===== src/rtl/lsu_ctrl.sv =====
// Load/store unit controller: byte/half/word accesses onto a 32-bit single-cycle RAM.
// Define LSU_MISALIGN_EN to split misaligned accesses into two RAM cycles; otherwise they error.
module lsu_ctrl (
  input  logic        clk,
  input  logic        rst,
  input  logic        req_valid_i,
  input  logic        req_we_i,
  input  logic [2:0]  req_op_i,
  input  logic [31:0] req_addr_i,
  input  logic [31:0] req_wdata_i,
  output logic        req_ready_o,
  output logic        stall_o,
  output logic        rsp_valid_o,
  output logic [31:0] rsp_rdata_o,
  output logic        rsp_err_o,
  output logic        ram_ce_o,
  output logic        ram_we_o,
  output logic [31:0] ram_addr_o,
  output logic [3:0]  ram_sel_o,
  output logic [31:0] ram_data_o,
  input  logic [31:0] ram_data_i
);

  typedef enum logic [1:0] {StIdle, StPh1, StPh2, StResp} state_e;

  state_e      state_q, state_d;
  logic        we_q;
  logic [2:0]  op_q;
  logic [31:0] addr_q;
  logic [31:0] wdata_q;
  logic        err_q;
  logic [31:0] asm_lo_q;

  logic        accept;
  logic        op_bad;
  logic        misalign_in;
  logic [1:0]  off;
  logic [3:0]  lane_mask;
  logic [31:0] wdata_m;
  logic [31:0] word_addr;
  logic [31:0] ld_raw;
  logic [31:0] ld_ext;
  logic [3:0]  sel_lo;
  logic [31:0] data_lo;

  assign accept = (state_q == StIdle) && req_valid_i;

  // Unsupported funct3 encodings are rejected before any RAM cycle.
  always_comb begin
    op_bad = 1'b0;
    if (req_we_i) begin
      op_bad = req_op_i[2] || (req_op_i[1:0] == 2'b11);
    end else begin
      op_bad = (req_op_i == 3'b011) || (req_op_i[2:1] == 2'b11);
    end
  end

`ifdef LSU_MISALIGN_EN
  assign misalign_in = 1'b0;
`else
  assign misalign_in = ((req_op_i[1:0] == 2'b01) && req_addr_i[0]) ||
                       ((req_op_i[1:0] == 2'b10) && (req_addr_i[1:0] != 2'b00));
`endif

  assign off       = addr_q[1:0];
  assign word_addr = {addr_q[31:2], 2'b00};

  always_comb begin
    lane_mask = 4'b0000;
    wdata_m   = '0;
    unique case (op_q[1:0])
      2'b00: begin
        lane_mask = 4'b0001;
        wdata_m   = {24'h0, wdata_q[7:0]};
      end
      2'b01: begin
        lane_mask = 4'b0011;
        wdata_m   = {16'h0, wdata_q[15:0]};
      end
      2'b10: begin
        lane_mask = 4'b1111;
        wdata_m   = wdata_q;
      end
      default: begin
        lane_mask = 4'b0000;
        wdata_m   = '0;
      end
    endcase
  end

`ifdef LSU_MISALIGN_EN
  logic [31:0] asm_hi_q;
  logic [7:0]  sel_wide;
  logic [63:0] data_wide;
  logic        split;
  logic [3:0]  sel_hi;
  logic [31:0] data_hi;

  // Lanes and data that run past byte 3 spill into the next word's low lanes.
  assign sel_wide  = {4'b0000, lane_mask} << off;
  assign data_wide = {32'h0, wdata_m} << {off, 3'b000};
  assign sel_lo    = sel_wide[3:0];
  assign sel_hi    = sel_wide[7:4];
  assign data_lo   = data_wide[31:0];
  assign data_hi   = data_wide[63:32];
  assign split     = ((op_q[1:0] == 2'b01) && (off == 2'b11)) ||
                     ((op_q[1:0] == 2'b10) && (off != 2'b00));
  assign ld_raw    = 32'({asm_hi_q, asm_lo_q} >> {off, 3'b000});

  always_ff @(posedge clk or posedge rst) begin
    if (rst) begin
      asm_hi_q <= '0;
    end else if (state_q == StPh2) begin
      asm_hi_q <= ram_data_i;
    end
  end
`else
  assign sel_lo  = lane_mask << off;
  assign data_lo = wdata_m << {off, 3'b000};
  assign ld_raw  = asm_lo_q >> {off, 3'b000};
`endif

  always_comb begin
    ld_ext = ld_raw;
    unique case (op_q)
      3'b000:  ld_ext = {{24{ld_raw[7]}}, ld_raw[7:0]};
      3'b001:  ld_ext = {{16{ld_raw[15]}}, ld_raw[15:0]};
      3'b100:  ld_ext = {24'h0, ld_raw[7:0]};
      3'b101:  ld_ext = {16'h0, ld_raw[15:0]};
      default: ld_ext = ld_raw;
    endcase
  end

  always_ff @(posedge clk or posedge rst) begin
    if (rst) begin
      state_q  <= StIdle;
      we_q     <= 1'b0;
      op_q     <= '0;
      addr_q   <= '0;
      wdata_q  <= '0;
      err_q    <= 1'b0;
      asm_lo_q <= '0;
    end else begin
      state_q <= state_d;
      if (accept) begin
        we_q    <= req_we_i;
        op_q    <= req_op_i;
        addr_q  <= req_addr_i;
        wdata_q <= req_wdata_i;
        err_q   <= op_bad || misalign_in;
      end
      if (state_q == StPh1) begin
        asm_lo_q <= ram_data_i;
      end
    end
  end

  always_comb begin
    state_d     = state_q;
    req_ready_o = 1'b0;
    stall_o     = 1'b1;
    rsp_valid_o = 1'b0;
    rsp_err_o   = 1'b0;
    rsp_rdata_o = '0;
    ram_ce_o    = 1'b0;
    ram_we_o    = 1'b0;
    ram_addr_o  = '0;
    ram_sel_o   = '0;
    ram_data_o  = '0;
    unique case (state_q)
      StIdle: begin
        req_ready_o = 1'b1;
        stall_o     = req_valid_i;
        if (req_valid_i) begin
          state_d = op_bad ? StResp : StPh1;
        end
      end
      StPh1: begin
        // A misaligned access without split support idles here with the RAM disabled.
        if (!err_q) begin
          ram_ce_o   = 1'b1;
          ram_we_o   = we_q;
          ram_addr_o = word_addr;
          ram_sel_o  = sel_lo;
          ram_data_o = we_q ? data_lo : '0;
        end
`ifdef LSU_MISALIGN_EN
        state_d = (!err_q && split) ? StPh2 : StResp;
`else
        state_d = StResp;
`endif
      end
      StPh2: begin
`ifdef LSU_MISALIGN_EN
        ram_ce_o   = 1'b1;
        ram_we_o   = we_q;
        ram_addr_o = word_addr + 32'd4;
        ram_sel_o  = sel_hi;
        ram_data_o = we_q ? data_hi : '0;
`endif
        state_d = StResp;
      end
      StResp: begin
        rsp_valid_o = 1'b1;
        rsp_err_o   = err_q;
        rsp_rdata_o = (!we_q && !err_q) ? ld_ext : '0;
        state_d     = StIdle;
      end
      default: state_d = StIdle;
    endcase
  end

endmodule

===== config.mk =====
export PLATFORM = sky130hd
export DESIGN_NAME = lsu_ctrl
export DESIGN_NICKNAME = d
export VERILOG_FILES = /design/src/rtl/lsu_ctrl.sv
export SDC_FILE = /design/constraint.sdc
export NUM_CORES = 1
export LEC_CHECK = 0
export ABC_AREA = 1
export CAP_MARGIN = 40
export CORE_MARGIN = 3
export CORE_UTILIZATION = 56
export CTS_BUF_LIST = sky130_fd_sc_hd__clkbuf_4 sky130_fd_sc_hd__clkbuf_8 sky130_fd_sc_hd__clkbuf_16
export DETAILED_ROUTE_END_ITERATION = 10
export DONT_BUFFER_PORTS = 1
export PLACE_DENSITY = 0.7
export SLEW_MARGIN = 20
export SYNTH_ARGS = -nofsm -noshare
export SYNTH_HDL_FRONTEND = slang
export SYNTH_SLANG_ARGS = --single-unit

===== constraint.sdc =====
create_clock -name clk -period 3.55 [get_ports clk]
set_clock_uncertainty 0.15 [all_clocks]
set_input_delay 0.355 -clock clk [delete_from_list [all_inputs] [get_ports clk]]
set_output_delay 0.355 -clock clk [all_outputs]
set_load 0.02 [all_outputs]

==> results of run 1 <==
timing repair:
action                    in CTS  in global routing
resized for setup              0                  0
hold endpoints to repair     160                  0
buffers inserted               0                  0
hold buffers                  98                  0
critical path, cell delays in order (launching register included):
cell	delay, ns
dfrtp_1	0.43
ha_1	0.40
nand2_1	0.44
inv_1	0.46
o21ai_0	0.19
nor2_1	0.36
power groups by stage:
stage	combinational, uW	sequential [uW]	clock [uW]
2_1_floorplan	2440	1980	0
3_3_place_gp	2910	2080	0
3_5_place_dp	2960	2100	0
4_1_cts	3060	2080	749
5_1_grt	3550	2160	803
6_report	3160	2090	733
cell families (layout without fill, tap and decap cells):
family	Yosys count	after routing	share of synthesized area [%]
buf+inv	147	232	10.4
other cells	1	2	0.0646
flops	103	103	44.4
simple gates	401	401	27.7
compound gates	172	172	15.7
fa+ha+maj	8	8	1.72
final cells by class:
| cell class | count | area [sq um] | share of cell area [%] |
|---|---|---|---|
| clock buffer | 11 | 145 | 2.04 |
| clock inverter | 5 | 47.5 | 0.668 |
| inverter | 98 | 370 | 5.20 |
| multi-input combinational | 583 | 2640 | 37.0 |
| sequential | 103 | 2580 | 36.2 |
| tap | 133 | 166 | 2.34 |
| timing repair buffer | 118 | 1180 | 16.5 |
final timing paths:
kind,end,slack (ns),depth (start not counted)
max,rsp_rdata_o[23],0.38,5
min,state_q[0]$_DFFE_PP0P_,0.03,3
max reg2reg,addr_q[27]$_DFFE_PP0P_,1.16,8
min reg2reg,wdata_q[24]$_DFFE_PP0P_,0.34,2
max in group asynchronous,wdata_q[22]$_DFFE_PP0P_,2.18,4
min in group asynchronous,addr_q[21]$_DFFE_PP0P_,0.23,2
flip-flops by register name, indices dropped and copies added, names as in the netlist:
| register | cells |
|---|---|
| op_q | 3 |
| wdata_q | 32 |
| we_q | 1 |
| asm_lo_q | 32 |
| state_q | 2 |
| err_q | 1 |
| addr_q | 32 |
Yosys cell counts (8+ instances only):
library cell	n
nand2_1	286
o21ai_0	125
dfrtp_1	103
inv_1	95
nor2_1	74
clkbuf_1	22
buf_2	19
a21oi_1	17
o22ai_1	16
nand3_1	12
nor3_1	9
a211oi_1	8
ha_1	8
nand4_1	8
per-stage QoR:
step | hold slack (ns) | cells | util (%)
2_1_floorplan | 0.299 | 833 | -
4_1_cts | 0.00326 | 1049 | 71.4
3_3_place_gp | 0.276 | 935 | 59.5
3_5_place_dp | 0.282 | 935 | 59.5
6_report | 0.0331 | 1051 | 71.8
5_1_grt | 0.0235 | 1051 | 71.8
layer usage:
layer,vias up,track usage (%),wire [um]
met5,-,0,0
met4,0,11.7,608
met3,53,8.76,1440
met2,302,49.5,8390
met1,2654,40.4,7280
li1,2767,-,-
==> impl_metrics.yaml, run 1 <==
run_status:
  run_status: "finished clean"
drt:
  wirelength_mm: 17.7
  drt-initial-drc-count: 606
  antenna_left: 0
  via_per_inst: 5.50
  vias: 5776
  wl_per_cell_um: 16.9
  drc: 0
  dr.pass1.iters: 6
floorplan:
  row_count: 36
  core-area_sq_mm: 0.00991
  dieArea_sq_mm: 0.0116
  start_util_pct: 58.6
  ios: 209
  die_h_um: 108
  dieWidth_um: 108
sta:
  period_needed_ns: 3.17
  tns_ns: 0
  finalHoldViolCount: 0
  fin_crit_sh_pct: 89.2
  fmax_mhz: 316
  rsz0062_at_grt: "false"
  slew_viol_final: 0
  setup_viol: 0
  worstMarginPinSlew_ns: 0.817
  setup_ws_ns: 0.384
  maxSlewHeadroom_pct: 45.2
synth:
  synth-seq-cells: 103
  ys_top_cells_by_area: "dfrtp_1 (44%), nand2_1 (18%), o21ai_0 (11%)"
  synth_top_cell_by_area: "dfrtp_1"
  syn_area_per_cell_sq_um: 6.98
  synth_edf_count: 0
  syn_area_sq_mm: 0.00581
  synth_warnings: 0
  synth_top_area_share_pct: 44.4
  synthFlopType: "dfrtp_1"
  ys_types: 30
  ys_seq_area_share_pct: 44.4
  ys_async_sr_fraction_pct: 100
  synth_cells: 832
global_routing:
  grt_use_total_pct: 31.1
  grt_max_degree: 92
  antenna_found_initial: 0
  grt_overflow: 0
  grt_pass1_wl_mm: 28.2
  grt_pass1_vias: 5662
finish:
  final_area_sq_mm: 0.00712
  n_antenna_cell: 0
  mostFrequentLayoutCells: "nand2_1 (286), o21ai_0 (125), dfrtp_1 (103), dlygate4sd3_1 (98), inv_1 (93)"
  num-fill-cells: 794
  area_growth_pct: 22.6
  nNetsFinal: 1024
  final_common_cell: "nand2_1"
  drive_gt1_share_pct: 5.88
power:
  comb_power_share_pct: 52.8
  ir_drop_mv: 0.473
  switchingPower_uw: 3070
  p_leak_uw: 0.00337
  power.internal_uw: 2910
  p_seq_share_pct: 35.0
  netSwitchingFraction_pct: 51.3
  p_total_uw: 5980
  pwr-share-clk_pct: 12.3
  powerDensity_mw_per_mm2: 841
clock_network:
  htreeDepth: 3
  clock_latency_ns: 0.38
  path_clk_slew_ns: 0.10
  clock-sinks: 103
  cts_buffers: 9
  cts-root-buf: "clkbuf_8"
  clockBufferDepth: 2
  cts_tree: "yes"
job:
  cap_violations: 0
place:
  post_dp_cell_area_sq_mm: 0.00590
  place_worst_setup_slack_ns: 0.851
  portBuffers: 0
  hpwl_mm: 12.0
  gp_congestion: 0.985
hold_path:
  hp-class: "in2reg"
  worstHoldStart: "req_valid_i"
setup_path:
  cp-startpoint: "state_q[0]$_DFFE_PP0P_"
  path_class: "reg2out"
  cp.arrival_ns: 2.66
  timing.rr.start: "state_q[1]$_DFFE_PP0P_"
  cp.required_ns: 3.04
  end_kind: "primary output"
  cp-start-kind: "flop"
  cp_max_fo: 17
No activity file was read; power rests on OpenSTA's default activity.
==> run 2, diff against run 1 <==
- BUFFER_PORTS_ARGS: default -> -buffer_cell sky130_fd_sc_hd__buf_2
- CORE_UTILIZATION: 56 -> 50
- DONT_BUFFER_PORTS: 1 -> default
- PLACE_DENSITY: 0.7 -> 0.79
==> impl_metrics.yaml, run 2 (synthesis results as in run 1) <==
finish:
  area_growth_pct: 24.5
  final_area_sq_mm: 0.00723
  drive_gt1_share_pct: 24.7
  nNetsFinal: 1124
  top_regs: "addr_q (32), asm_lo_q (32), wdata_q (32)"
  num-fill-cells: 1036
  mostFrequentLayoutCells: "nand2_1 (286), buf_2 (206), o21ai_0 (125), dfrtp_1 (102), inv_1 (93)"
  final_common_cell: "nand2_1"
drt:
  wl_per_cell_um: 14.6
  wirelength_mm: 16.9
  vias: 5960
  dr.pass1.iters: 6
  drc: 0
  antenna_left: 0
  via_per_inst: 5.14
  drt-initial-drc-count: 528
place:
  post_dp_cell_area_sq_mm: 0.00690
  portBuffers: 206
  place_worst_setup_slack_ns: 1.01
  gp_congestion: 0.988
  hpwl_mm: 12.8
setup_path:
  end_kind: "primary output"
  path_buf_inv: 3
  cp.required_ns: 3.04
  crit_family: "buffers and inverters"
  cp_common_cell: "inv_1"
  cp-start-kind: "flop"
  critPathSlowestCell: "dfrtp_1"
  path_class: "reg2out"
  cp.arrival_ns: 2.45
  cp-startpoint: "op_q[0]$_DFFE_PP0P_"
  cp_max_fo: 16
  timing.rr.start: "state_q[1]$_DFFE_PP0P_"
  slowest_delay_ns: 0.41
  path_cells: "ha_1, nor2_2, inv_1, o22ai_1, inv_1, nor2_1, buf_2"
clock_network:
  path_clk_slew_ns: 0.08
  cts_setup_buffers: 0
  clock-sinks: 103
  cts_buffers: 9
  cts-root-buf: "clkbuf_16"
  htreeDepth: 3
  cts_tree: "yes"
  ctsResizeCount: 0
  cts_hold_buffers: 1
  clockBufferDepth: 2
  clock_latency_ns: 0.35
sta:
  rsz0062_at_grt: "false"
  fin_crit_sh_pct: 83.3
  tns_ns: 0
  whs_ns: 0.0393
  setup_ws_ns: 0.591
  finalHoldViolCount: 0
  period_needed_ns: 2.96
  maxSlewHeadroom_pct: 59.6
  slew_viol_final: 0
  setup_viol: 0
  worstMarginPinSlew_ns: 0.605
  fmax_mhz: 338
power:
  powerDensity_mw_per_mm2: 883
  p_total_uw: 6380
  p_leak_uw: 0.00393
  ir_drop_mv: 0.598
global_routing:
  grt_pass1_vias: 5497
  grt_overflow: 0
  grt_use_total_pct: 26.4
  grt_max_degree: 57
  antenna_found_initial: 2
  grt_pass1_wl_mm: 27.2
floorplan:
  ios: 209
  core-area_sq_mm: 0.0111
  dieArea_sq_mm: 0.0129
  die_h_um: 114
  dieWidth_um: 114
  start_util_pct: 52.4
  row_count: 38
job:
  cap_violations: 0
hold_path:
  worstHoldStart: "req_wdata_i[28]"
  hp-class: "in2reg"
run_status:
  run_status: "finished clean"
## run 2: cell types whose count changed in the layout (fill, tap and decap cells not counted), moves of 2 or more
cell           previous run  this run
buf_4                    17         9
buf_12                    2         0
clkbuf_16                 0         9
clkbuf_8                 10         0
diode_2                   0         2
buf_2                     0       206
dlygate4sd3_1            98         1
## run 2: worst register-to-register path: stages (launching register included)
cell and delay, ns:
dfrtp_1 0.40, inv_1 0.11, ha_1 0.21, nand2_1 0.09, inv_2 0.24, buf_4 0.45
o21ai_0 0.19
## run 2: metrics by stage
stage | utilization, % | instances
2_1_floorplan | - | 833
3_3_place_gp | 61.9 | 1139
3_5_place_dp | 62.3 | 1141
4_1_cts | 65.2 | 1158
5_1_grt | 65.2 | 1159
6_report | 65.2 | 1160
## run 2: area by class of cell
class                      count  area (sq um)  area share (%)
antenna                        2          5.00          0.0692
multi-input combinational    583          2630            36.4
tap                          140           175            2.42
inverter                      98           370            5.12
timing repair buffer         218          1150            15.9
sequential                   103          2580            35.7
clock inverter                 7          90.1            1.25
clock buffer                   9           225            3.12
## run 2: final timing paths
check	endpoint	cells after the start	slack (ns)
max	ram_data_o[8]	7	0.59
min	wdata_q[28]$_DFFE_PP0P_	3	0.04
max reg2reg	addr_q[9]$_DFFE_PP0P_	6	1.57
min reg2reg	wdata_q[27]$_DFFE_PP0P_	2	0.33
max in group asynchronous	wdata_q[7]$_DFFE_PP0P_	5	2.00
min in group asynchronous	addr_q[19]$_DFFE_PP0P_	3	0.36
## run 2: report_power, final
part	switching [uW]	total [uW]	leakage (uW)	internal (uW)
Combinational	2270	3250	0.00251	976
Clock	479	1040	0.000153	564
Sequential	350	2090	0.00127	1740
## run 2: metal layers
| metal | vias to the layer above | track usage, % | share of wire [%] |
|---|---|---|---|
| met4 | 2 | 9.90 | 3.1 |
| met5 | - | 0 | 0.083 |
| met3 | 39 | 6.10 | 9.1 |
| li1 | 2972 | - | - |
| met2 | 286 | 40.9 | 45 |
| met1 | 2661 | 36.5 | 42 |
